**src/rtl/axi_slv_model_fifo.sv**
```systemverilog
// Small synchronous FIFO with wrap-bit pointers; head is the unregistered
// oldest entry, push and pop may coincide at any fill level.
module axi_slv_model_fifo #(
  parameter int WIDTH = 8,
  parameter int DEPTH = 4
) (
  input  logic             aclk,
  input  logic             aresetn,
  input  logic             push,
  input  logic [WIDTH-1:0] din,
  input  logic             pop,
  output logic             full,
  output logic             empty,
  output logic [WIDTH-1:0] head
);
  localparam int AW = $clog2(DEPTH);

  logic [WIDTH-1:0] mem [DEPTH];
  logic [AW:0]      wptr, rptr;

  always_ff @(posedge aclk or negedge aresetn) begin
    if (!aresetn) begin
      wptr <= '0;
      rptr <= '0;
    end else begin
      if (push) wptr <= wptr + (AW+1)'(1);
      if (pop)  rptr <= rptr + (AW+1)'(1);
    end
  end

  always_ff @(posedge aclk) begin
    if (push) mem[wptr[AW-1:0]] <= din;
  end

  assign empty = (wptr == rptr);
  assign full  = (wptr[AW] != rptr[AW]) && (wptr[AW-1:0] == rptr[AW-1:0]);
  assign head  = mem[rptr[AW-1:0]];
endmodule

```
**config.mk**
```make
export PLATFORM = sky130hd
export DESIGN_NAME = axi_slv_model_fifo
export DESIGN_NICKNAME = d
export VERILOG_FILES = /design/src/rtl/axi_slv_model_fifo.sv
export SDC_FILE = /design/constraint.sdc
export NUM_CORES = 1
export LEC_CHECK = 0
export ABC_AREA = 1
export BUFFER_PORTS_ARGS = -buffer_cell sky130_fd_sc_hd__buf_2
export CORE_MARGIN = 3
export CORE_UTILIZATION = 56
export DETAILED_ROUTE_END_ITERATION = 16
export PLACE_DENSITY = 0.87
export SYNTH_ARGS = -nofsm -noshare
export SYNTH_HDL_FRONTEND = slang
export SYNTH_SLANG_ARGS = --single-unit
```
**constraint.sdc**
```tcl
create_clock -name aclk -period 1.4 [get_ports aclk]
set_clock_uncertainty 0.1 [all_clocks]
set_input_delay 0.21 -clock aclk [delete_from_list [all_inputs] [get_ports aclk]]
set_output_delay 0.21 -clock aclk [all_outputs]
set_load 0.02 [all_outputs]
```
After elaboration in Yosys (flattened, before gate mapping)
Memories as Yosys holds them, arrays and structs flattened.
Cells that the tools add are included.
{ "op_classes": {"addsub": 2, "eq_ne": 3, "mux": 2, "n_reduce_logical": 1} }
{ "op_table": {"columns": ["op", "count"], "rows": [
  ["$add 3x1->3 const B", 2],
  ["$eq 3x3->1", 1],
  ["$eq 2x2->1", 1],
  ["$mux 1", 2],
  ["$logic_and 1x1->1", 1],
  ["$ne 1x1->1", 1]
]} }
{ "word_totals": {"register_bits": 6, "ramBits": 32, "in_bits": 12, "output_inout_bits": 10, "memories": 1} }
{ "memory_table": {"columns": ["name", "words", "width", "rd", "rd_clocked_by_memory_dff", "wr", "line", "rtl"], "rows": [
  ["mem", 4, 8, 1, 0, 1, "18", "logic [WIDTH-1:0] mem [DEPTH];"]
]} }

Logic depth before layout (Yosys ltp)
Gate-level depths: netlist of run 1.
{ "depth": {"ltp_word": 2, "depth_mapped": 6, "depth_no_buf": 5} }

Worst setup path after synthesis of run 1
Ideal clock, no wire load.
{ "synth_timing": {"path_type": "register to output", "startpoint": "register rptr[1]", "endpoint": "output empty", "arrival_time_ns": 1.022, "required_time_ns": 1.090, "slack_ns": 0.068, "path_stages_with_launch": 7, "path_buffers": 1, "cell_sequence": "dfrtp_1 buf_6 inv_4 nand2_1 nand2_1 nand2_1 nor2_1"} }
{ "synth_between": {"elab_chain_len": 1} }
{ "synth_lines": {"columns": ["element", "line", "rtl"], "rows": [
  ["from (decl)", "19", "logic [AW:0] wptr, rptr;"],
  ["from (signal assigned)", "27", "if (pop) rptr <= rptr + (AW+1)'(1);"],
  ["$eq 3x3->1", "35", "assign empty = (wptr == rptr);"],
  ["to (decl)", "13", "output logic empty,"]
]} }
Every way passes these cells.

Worst setup path after layout of run 1
{ "layout_timing": {"startpoint": "register rptr[0]", "endpoint": "output head[6]"} }
{ "layout_between": {"elab_chain_len": 1} }
{ "layout_lines": {"columns": ["element", "line", "rtl"], "rows": [
  ["$mem_v2 4x8", null, null],
  ["to (decl)", "14", "output logic [WIDTH-1:0] head"]
]} }
Every way passes these cells.

==> run_results.csv, run 1 <==
group,metric,value,unit
run_status,status,"finished, violations left",
run_status,violations,"negative setup slack",
floorplanning,fp.dieH,60.33,µm
sta,fmax,0.5810,GHz
critical_path,path_cells,"buf_6 -> nand2_1 -> o211ai_1 -> nand2_1 -> buf_2",
grt,grt_antenna_before_repair,0,
sta,rsz0062_at_grt,"true",
cts,clock_sinks,38,
detailed_routing,wl_met1,1346,µm
cts,clk_pin_slew_worst_paths,0.11,ns
detailed_routing,drt.antenna.violating_nets,0,
place,hpwl,2072,µm
place,io_buffers,21,
layout,final_nets,201,
sta,worstMarginPinSlew,0.2282,ns
sta,timing.final.ws_setup,-0.3211,ns
cts,cts_tree,"done",
power,pwr_density_cell,2134,nW/µm²
yosys,synth_warnings,0,
yosys,synth_nets,152,
critical_path,r2r-end,"mem[1][0]",
floorplanning,ioPinCount,22,
yosys,ys_ff_latch,38,
yosys,synth_cells,135,
sta,period_share,122.9,%
detailed_routing,drc,0,
detailed_routing,avgViaCountPerCell,5.330,
sta,slew_viol_final,0,
critical_path,critPathBufInv,2,
yosys,yosysUniqueCellTypes,13,
cts,clock_latency,0.34,ns
detailed_routing,dr_total_vias,1146,
layout,diodes,0,
critical_path,critPathMaxFanout,16,
critical_path,endpoint_kind,"output pin",
detailed_routing,drt_wl_total,3597,µm
layout,area_delta_synth_final,28.08,%
critical_path,crit_family,"flip-flops",
critical_path,crit_end,"head[6]",
layout,drive_gt1_share,31.52,%
sta,worst_hold_slack,0.07957,ns
critical_path,worst_ep_required_time,1.09,ns
sta,fin_crit,1.721,ns
detailed_routing,first_pass_iters,4,
yosys,netlist_area,1653,µm²
yosys,synth_area_per_cell,12.24,µm²
grt,grt_start_max_net_pins,19,
critical_path,crit_path_start,"rptr[0]",
detailed_routing,highest_layer,"met4",
floorplanning,core_area,2781,µm²
job,maxCapViolCount,0,
cts,htree_levels,2,
cts,cts_made_buffers,5,
critical_path,cp_common_cell,"nand2_1",
grt,grt_pass1_wl,4912,µm
yosys,synth-seq-area-share,67.22,%
place,globalplace.congestion,0.7321,
critical_path,arrival,1.41,ns
detailed_routing,wl_met3,251,µm
floorplanning,die_w,60.33,µm
sta,max_slew_margin,84.68,%
cts,clk_path_buf_depth,2,
critical_path,ff2ff_setup_slack,-0.01,ns
sta,tns,-2.896,ns
critical_path,rr_worst_depth,6,
power,leakagePower,0.9331,nW
critical_path,slowest_delay,0.45,ns
floorplanning,dieArea,3639,µm²
critical_path,crit_slowest_cell,"dfrtp_2",
sta,setup_viol,18,
detailed_routing,wl_per_cell,16.73,µm
grt,grt_pass1_vias,1009,
critical_path,critPathKind,"flip-flop to output pin",
min_path,min_path_type,"primary input to flip-flop",
grt,gr-total-overflow,0,
detailed_routing,wl_met2,1870,µm
critical_path,rr_startpoint,"wptr[1]",
detailed_routing,drtIter0Drc,67,
sta,hold_viol_final,0,
floorplanning,rows,19,
grt,grt_use_total,19.87,%
floorplanning,initial_core_util,59.42,%
critical_path,cp-start-kind,"flip-flop",
power,peakVddDrop,0.002110,V
cts,cts-root-buf,"clkbuf_4",
critical_path,path_depth,5,
-- synthesized netlist by cell type (all sizes together) --
| cell | n | share of area, % |
|---|---|---|
| edfxtp | 32 | 58 |
| inv | 25 | 5.8 |
| xnor2 | 3 | 1.6 |
| ha | 5 | 3.8 |
| nand2 | 35 | 7.9 |
| o211ai | 16 | 7.3 |
| o21ai | 2 | 0.61 |
| xor2 | 3 | 1.6 |
| clkbuf | 1 | 0.30 |
| nor2 | 2 | 0.45 |
| dfrtp | 6 | 9.1 |
| buf | 5 | 3.4 |
-- cell families after synthesis --
kind of cell               count (synthesis)  share of synthesized area [%]
buffers and inverters                     31                          9.538
AOI/OAI and AO/OA                         18                          7.873
xor gates and xnor gates                   6                          3.180
adders and majority gates                  5                          3.785
and+or+nand+nor                           37                          8.403
DFF                                       38                          67.22
-- final cells by class --
| cell class | count | area (µm²) |
|---|---|---|
| Clock buffer | 5 | 37.54 |
| Multi-Input combinational cell | 66 | 411.6 |
| Sequential cell | 38 | 1114 |
| Tap cell | 31 | 38.79 |
| Clock inverter | 2 | 33.78 |
| Fill cell | 157 | 664.4 |
| Timing Repair Buffer | 48 | 377.9 |
| Inverter | 25 | 103.9 |
-- sequential cells by signal, summed over array words and instances (netlist names) --
name,cells
mem,32
rptr,3
wptr,3
-- metal layers --
layer  track usage [%]  up-vias
li1                  -      542
met1             24.57      549
met5                 0        -
met2             31.94       41
met4             8.861        0
met3             6.479       14
-- placed cells by master (no fill, tap or decap) --
cell type | synthesis | final
edfxtp_1 | 32 | 32
dfrtp_1 | 6 | 4
o21ai_0 | 2 | 2
ha_4 | 0 | 1
ha_1 | 5 | 3
xnor2_1 | 3 | 2
buf_2 | 0 | 18
inv_2 | 0 | 4
ha_2 | 0 | 1
o211ai_1 | 16 | 16
nand2_2 | 0 | 2
xor2_1 | 3 | 3
clkinv_4 | 0 | 1
dlygate4sd3_1 | 0 | 10
buf_6 | 5 | 10
bufinv_16 | 0 | 1
inv_4 | 1 | 2
dfrtp_2 | 0 | 2
xnor2_2 | 0 | 1
nor2_1 | 2 | 2
clkinv_1 | 0 | 1
nand2_1 | 35 | 33
clkbuf_4 | 0 | 5
inv_1 | 24 | 18
buf_4 | 0 | 10
-- metrics by stage --
step           instances  setup slack (ns)  util, %  area, µm²  power, mW
2_1_floorplan        135           0.06768        -       1653      2.891
3_3_place_gp         191           0.04381    65.09       1810      3.269
3_5_place_dp         191         -0.007719    65.09       1810      3.380
4_1_cts              211           -0.3172    72.69       2022      4.224
5_1_grt              215           -0.4023    76.11       2117      4.784
6_report             215           -0.3211    76.11       2117      4.518
-- timing repair --
item / in CTS / in global routing
buffers inserted: 3 / 4
hold buffers: 10 / 0
setup endpoints to repair: 18 / 44
pin swaps: 4 / 8
hold endpoints to repair: 39 / 0
resized for setup: 6 / 24
cloned: 0 / 0
-- report_power, final --
group	total (mW)	internal [mW]	switching, mW	leakage (nW)
sequential	1.67	1.51	0.153	0.363
combinational	2.15	0.905	1.24	0.531
clock	0.702	0.361	0.341	0.0387
total	4.52	2.78	1.74	0.933
-- how the worst min path moves through the flow --
stage	start	endpoint	cells past startpoint
2_1_floorplan	aresetn	rptr[0]	0
3_3_place_gp	aresetn	wptr[0]	1
3_5_place_dp	aresetn	wptr[0]	1
4_1_cts	push	wptr[0]	2
5_1_grt	push	wptr[1]	2
6_report	push	wptr[1]	2
Note: power is estimated with default switching activity, not from simulation.
==> run 2, diff against run 1 <==
- CTS_CLUSTER_DIAMETER: unset -> 150
- SETUP_SLACK_MARGIN: unset -> 0.4
==> run_results.csv, run 2 (synthesis results as in run 1) <==
group,metric,value,unit
cts,clock_latency,0.35,ns
layout,final_nets,197,
critical_path,critPathMaxFanout,5,
detailed_routing,wl_per_cell,15.76,µm
critical_path,cp-start-kind,"flip-flop",
floorplanning,initial_core_util,59.42,%
sta,fmax,0.5633,GHz
critical_path,ff2ff_setup_slack,0.05,ns
power,pwr_density_cell,2207,nW/µm²
layout,area_delta_synth_final,35.12,%
grt,grt_use_total,20.50,%
cts,clk_pin_slew_worst_paths,0.11,ns
layout,final_cell_mix,"edfxtp_1 (32), nand2_1 (21), inv_1 (18), buf_2 (17), o211ai_1 (16)",
critical_path,endpoint_kind,"output pin",
detailed_routing,avgViaCountPerCell,5.288,
sta,worst_hold_slack,0.07532,ns
cts,clk_path_buf_depth,2,
run_status,status,"finished, violations left",
critical_path,worst_ep_required_time,1.09,ns
place,globalplace.congestion,0.7694,
layout,fill_cells,135,
min_path,min_path_type,"primary input to flip-flop",
floorplanning,dieArea,3639,µm²
layout,seq_area,1116,µm²
grt,grt_antenna_before_repair,0,
sta,setup_viol,10,
sta,period_share,126.8,%
sta,timing.final.ws_setup,-0.3752,ns
floorplanning,rows,19,
floorplanning,fp.dieH,60.33,µm
sta,rsz0062_at_grt,"true",
critical_path,crit_end,"head[6]",
layout,drive_gt1_share,41.44,%
grt,gr-total-overflow,0,
sta,fin_crit,1.775,ns
place,hpwl,1817,µm
cts,htree_levels,2,
sta,worstMarginPinSlew,0.2859,ns
floorplanning,die_w,60.33,µm
power,p_total,4.929,mW
layout,final_common_cell,"edfxtp_1",
layout,multiInputGateArea,539.3,µm²
critical_path,r2r-end,"mem[0][6]",
sta,slew_viol_final,0,
critical_path,crit_path_start,"rptr[0]",
grt,grt_pass1_wl,5071,µm
run_status,violations,"negative setup slack",
critical_path,critPathKind,"flip-flop to output pin",
detailed_routing,drt_wl_total,3342,µm
detailed_routing,dr_total_vias,1121,
min_path,hp-start,"pop",
grt,grt_start_max_net_pins,14,
layout,largest_register_ffs,32,
critical_path,rr_startpoint,"wptr[0]",
job,maxCapViolCount,0,
detailed_routing,drc,0,
detailed_routing,first_pass_iters,4,
critical_path,arrival,1.47,ns
power,leakagePower,0.9511,nW
sta,hold_viol_final,0,
cts,cts-root-buf,"clkbuf_4",
detailed_routing,drt.antenna.violating_nets,0,
sta,max_slew_margin,80.94,%
cts,cts_made_buffers,5,
place,io_buffers,21,
layout,diodes,0,
floorplanning,core_area,2781,µm²
critical_path,rr_worst_depth,4,
detailed_routing,drtIter0Drc,46,
power,peakVddDrop,0.001849,V
cts,cts_tree,"done",
floorplanning,ioPinCount,22,
cts,clock_sinks,38,
grt,grt_pass1_vias,1079,
==> run 2: changes by cell type in the layout (fill, tap and decap cells not counted), sizes merged <==
cell      delta
buf          -4
bufinv       -1
clkinvlp     +1
inv          +1
==> run 2: worst max-delay path, stage by stage, from the launching register on <==
cell and delay, ns:
dfrtp_2 0.49, buf_2 0.18, o211ai_1 0.20, nand2_2 0.07, buf_2 0.16
==> run 2: final cells by class <==
cell class	instances	share of cell area (%)
Sequential cell	38	49.97
Multi-Input combinational cell	66	24.15
Timing Repair Buffer	44	15.85
Inverter	25	5.882
Tap cell	31	1.737
Clock buffer	5	1.681
Clock inverter	3	0.7283
==> run 2: per-stage QoR <==
stage	util (%)	cells	TNS (ns)	setup WS, ns	area [µm²]
after floorplan	-	135	0	0.1597	1709
after global placement	66.31	188	0	0.06526	1844
after detailed placement	66.31	188	0	0.02835	1844
after CTS	78.36	211	-3.162	-0.3267	2180
after global routing	80.30	212	-4.097	-0.4207	2233
final	80.30	212	-3.473	-0.3752	2233
==> run 2: worst min-delay path by stage <==
stage                    to  slack [ns]  depth (start not counted)
global placement    wptr[1]       -0.06                          1
global route        rptr[1]        0.07                          3
finish              rptr[1]        0.08                          3
CTS                 rptr[1]        0.02                          3
floorplan           rptr[0]       -0.19                          0
detailed placement  rptr[0]       -0.06                          1
==> run 2: power breakdown <==
| part | internal [mW] | switching (mW) | total, mW |
|---|---|---|---|
| clock network | 0.187 | 0.357 | 0.543 |
| logic | 1.18 | 1.45 | 2.63 |
| registers | 1.52 | 0.232 | 1.75 |
==> run 2: layer usage <==
| metal | routed length [µm] | share of wire, % | global-route usage [%] | up-vias |
|---|---|---|---|---|
| li1 | - | - | - | 540 |
| met4 | 44 | 1.3 | 7.595 | 0 |
| met3 | 164 | 4.9 | 6.479 | 5 |
| met2 | 1681 | 50 | 33.33 | 29 |
| met5 | 0 | 0 | 0 | - |
| met1 | 1452 | 43 | 25.79 | 547 |
==> run 2: repair_timing <==
| item | 4_1_cts | 5_1_grt |
|---|---|---|
| setup buffers | 3 | 1 |
| hold buffers | 10 | 0 |
| hold endpoints to repair | 40 | 0 |
| cloned | 2 | 0 |
| setup endpoints to repair | 46 | 47 |
| gates resized for setup | 41 | 13 |
| pin swaps | 8 | 4 |
==> run 3, diff against run 2 <==
- ABC_AREA: 1 -> unset
- CORE_UTILIZATION: 56 -> 55
- PLACE_DENSITY: 0.87 -> 0.86
==> run_results.csv, run 3 <==
group,metric,value,unit
run_status,status,"finished, violations left",
run_status,violations,"negative setup slack",
yosys,ys.flop_type,"edfxtp_1",
yosys,synth_area_per_cell,20.84,µm²
layout,final_common_cell,"edfxtp_1",
yosys,synth_commonest_cells,"edfxtp_1 (32), mux4_2 (8), dfrtp_1 (6), ha_1 (5), xor2_1 (5)",
sta,worstMarginPinSlew,0.2449,ns
critical_path,cp_common_cell,"buf_6",
place,hpwl,1720,µm
grt,grt_start_max_net_pins,12,
sta,slew_viol_final,0,
grt,grt_pass1_wl,4264,µm
critical_path,crit_slowest_cell,"mux4_2",
critical_path,critPathMaxFanout,5,
power,leakagePower,0.7978,nW
layout,instances_no_fill,154,
yosys,synth_cells,72,
power,switching_share,34.47,%
floorplanning,dieArea,3390,µm²
yosys,synth_warnings,0,
power,peakVddDrop,0.001970,V
power,pwr_density_cell,2196,nW/µm²
cts,htree_levels,2,
cts,clk_pin_slew_worst_paths,0.10,ns
floorplanning,initial_core_util,58.95,%
detailed_routing,drtIter0Drc,6,
place,io_buffers,21,
floorplanning,die_w,58.23,µm
min_path,hp-start,"pop",
sta,period_share,134.7,%
detailed_routing,drt_wl_total,3005,µm
sta,fin_crit,1.886,ns
critical_path,worst_ep_required_time,1.09,ns
sta,hold_viol_final,0,
critical_path,cp-start-kind,"flip-flop",
yosys,yosysMostFrequentCell,"edfxtp_1",
critical_path,r2r-end,"mem[2][3]",
sta,max_slew_margin,83.66,%
yosys,synth-seq-area-share,74.06,%
power,p_clk_share,11.1,%
power,p_switching,1.601,mW
critical_path,critPathKind,"flip-flop to output pin",
cts,cts-root-buf,"clkbuf_4",
grt,grt_antenna_before_repair,0,
critical_path,path_cells,"buf_6 -> mux4_2 -> buf_6",
grt,gr-total-overflow,0,
sta,worst_hold_slack,0.08145,ns
critical_path,rr_startpoint,"wptr[0]",
detailed_routing,drc,0,
power,p_int,3.043,mW
detailed_routing,drt.antenna.violating_nets,0,
yosys,yosysUniqueCellTypes,15,
cts,clk_path_buf_depth,2,
layout,final_cell_mix,"edfxtp_1 (32), buf_6 (17), buf_2 (11), dlygate4sd3_1 (10), mux4_2 (8)",
critical_path,endpoint_kind,"output pin",
sta,fmax,0.5301,GHz
min_path,hold_path_end,"rptr[2]",
floorplanning,core_area,2545,µm²
critical_path,arrival,1.58,ns
power,p_comb_share,52.5,%
yosys,netlist_area,1500,µm²
critical_path,rr_worst_depth,5,
cts,cts_tree,"done",
sta,timing.final.ws_setup,-0.4863,ns
floorplanning,fp.dieH,58.23,µm
detailed_routing,avgViaCountPerCell,5.351,
detailed_routing,first_pass_iters,4,
min_path,min_path_type,"primary input to flip-flop",
cts,cts_made_buffers,5,
yosys,synth_nets,89,
layout,area_delta_synth_final,40.95,%
layout,drive_gt1_share,58.06,%
grt,grt_pass1_vias,885,
yosys,yosysTopAreaCell,"edfxtp_1",
yosys,synthTopCellsByArea,"edfxtp_1 (64%), mux4_2 (12%), dfrtp_1 (10%), ha_1 (4.2%), xor2_1 (2.9%)",
layout,largest_register_ffs,32,
place,place_inst,128,
cts,clock_sinks,38,
floorplanning,rows,18,
floorplanning,ioPinCount,22,
place,globalplace.congestion,0.6712,
layout,diodes,0,
detailed_routing,wl_per_cell,19.51,µm
layout,final_nets,140,
sta,setup_viol,31,
job,maxCapViolCount,0,
detailed_routing,dr_total_vias,824,
cts,clock_latency,0.33,ns
min_path,hold_depth,3,
grt,grt_use_total,18.44,%
power,pwr-share-seq,36.4,%
critical_path,ff2ff_setup_slack,-0.08,ns
sta,rsz0062_at_grt,"true",
critical_path,slowest_delay,0.52,ns
yosys,ys_ff_latch,38,
yosys,synth_top_area_share,64.05,%
yosys,synthArstFlopShare,15.79,%
yosys,synth_edf_count,32,
run 3: changes by cell type in the layout (fill, tap and decap cells not counted), moves of 5 or more:
| cell | before | now |
|---|---|---|
| nand2_2 | 9 | 1 |
| nand2_1 | 21 | 0 |
| inv_1 | 18 | 0 |
| and2_4 | 0 | 5 |
| mux4_2 | 0 | 8 |
| o211ai_1 | 16 | 0 |
| buf_2 | 17 | 11 |
| buf_6 | 11 | 17 |
run 3: area by class of cell:
cell class | instances | area, µm²
Timing Repair Buffer | 45 | 399.1
Multi-Input combinational cell | 31 | 500.5
Sequential cell | 38 | 1114
Inverter | 2 | 15.01
Clock inverter | 1 | 3.754
Tap cell | 30 | 37.54
Fill cell | 128 | 430.4
Clock buffer | 7 | 45.04
run 3: per-layer routing:
| layer | vias to the layer above | share of wire, % | global-route usage [%] |
|---|---|---|---|
| li1 | 377 | - | - |
| met1 | 424 | 41 | 21.00 |
| met2 | 21 | 55 | 32.26 |
| met3 | 2 | 4.3 | 7.350 |
| met4 | 0 | 0.47 | 4.967 |
| met5 | - | 0 | 0 |
run 3: worst max path at each step:
stage                          to     from  slack [ns]
after global placement    head[0]  rptr[0]       -0.08
final                     head[5]  rptr[0]       -0.49
after detailed placement  head[7]  rptr[0]       -0.09
after floorplan           head[0]  rptr[0]       0.006
after CTS                 head[7]  rptr[0]       -0.45
after global routing      head[0]  rptr[0]       -0.54
run 3: what timing repair did:
| action | CTS | global route |
|---|---|---|
| endpoints found under the hold margin | 39 | 0 |
| pin swaps | 1 | 3 |
| endpoints found under the setup margin | 46 | 46 |
| cloned | 0 | 1 |
| resized for setup | 28 | 16 |
| setup buffers | 0 | 7 |
| hold buffers | 10 | 0 |
run 3: cells by family after synthesis:
family / count (synthesis) / synth area share [%]
flip-flops: 38 / 74.06
AND/OR/NAND/NOR: 8 / 3.002
XOR/XNOR: 7 / 4.087
multiplexers: 9 / 12.76
AO/OA/AOI/OAI: 1 / 0.3333
buffers and inverters: 4 / 1.584
adder cells (fa/ha/maj): 5 / 4.170
run 3: power by group through the flow:
| stage | clock, mW | combinational, mW | sequential (mW) |
|---|---|---|---|
| floorplan | 0 | 1.19 | 1.65 |
| global placement | 0 | 1.65 | 1.66 |
| detailed placement | 0 | 1.71 | 1.68 |
| CTS | 0.527 | 2.06 | 1.67 |
| global route | 0.581 | 2.60 | 1.71 |
| finish | 0.517 | 2.44 | 1.69 |
run 3: through the flow:
stage / instance area (µm²) / setup TNS [ns] / util (%) / setup slack, ns / power [mW]
after CTS: 1976 / -4.378 / 77.63 / -0.4538 / 4.256
after global routing: 2115 / -6.981 / 83.09 / -0.5426 / 4.886
final: 2115 / -5.752 / 83.09 / -0.4863 / 4.644
after global placement: 1742 / -0.6072 / 68.44 / -0.08255 / 3.314
after floorplan: 1569 / 0 / - / 0.005720 / 2.843
after detailed placement: 1742 / -0.7188 / 68.44 / -0.08704 / 3.390
run 3: critical path: cells and delay by family (launching register included):
family / cells / cell delay (ns)
buffers and inverters: 2 / 0.31
muxes: 1 / 0.52
DFF: 1 / 0.41
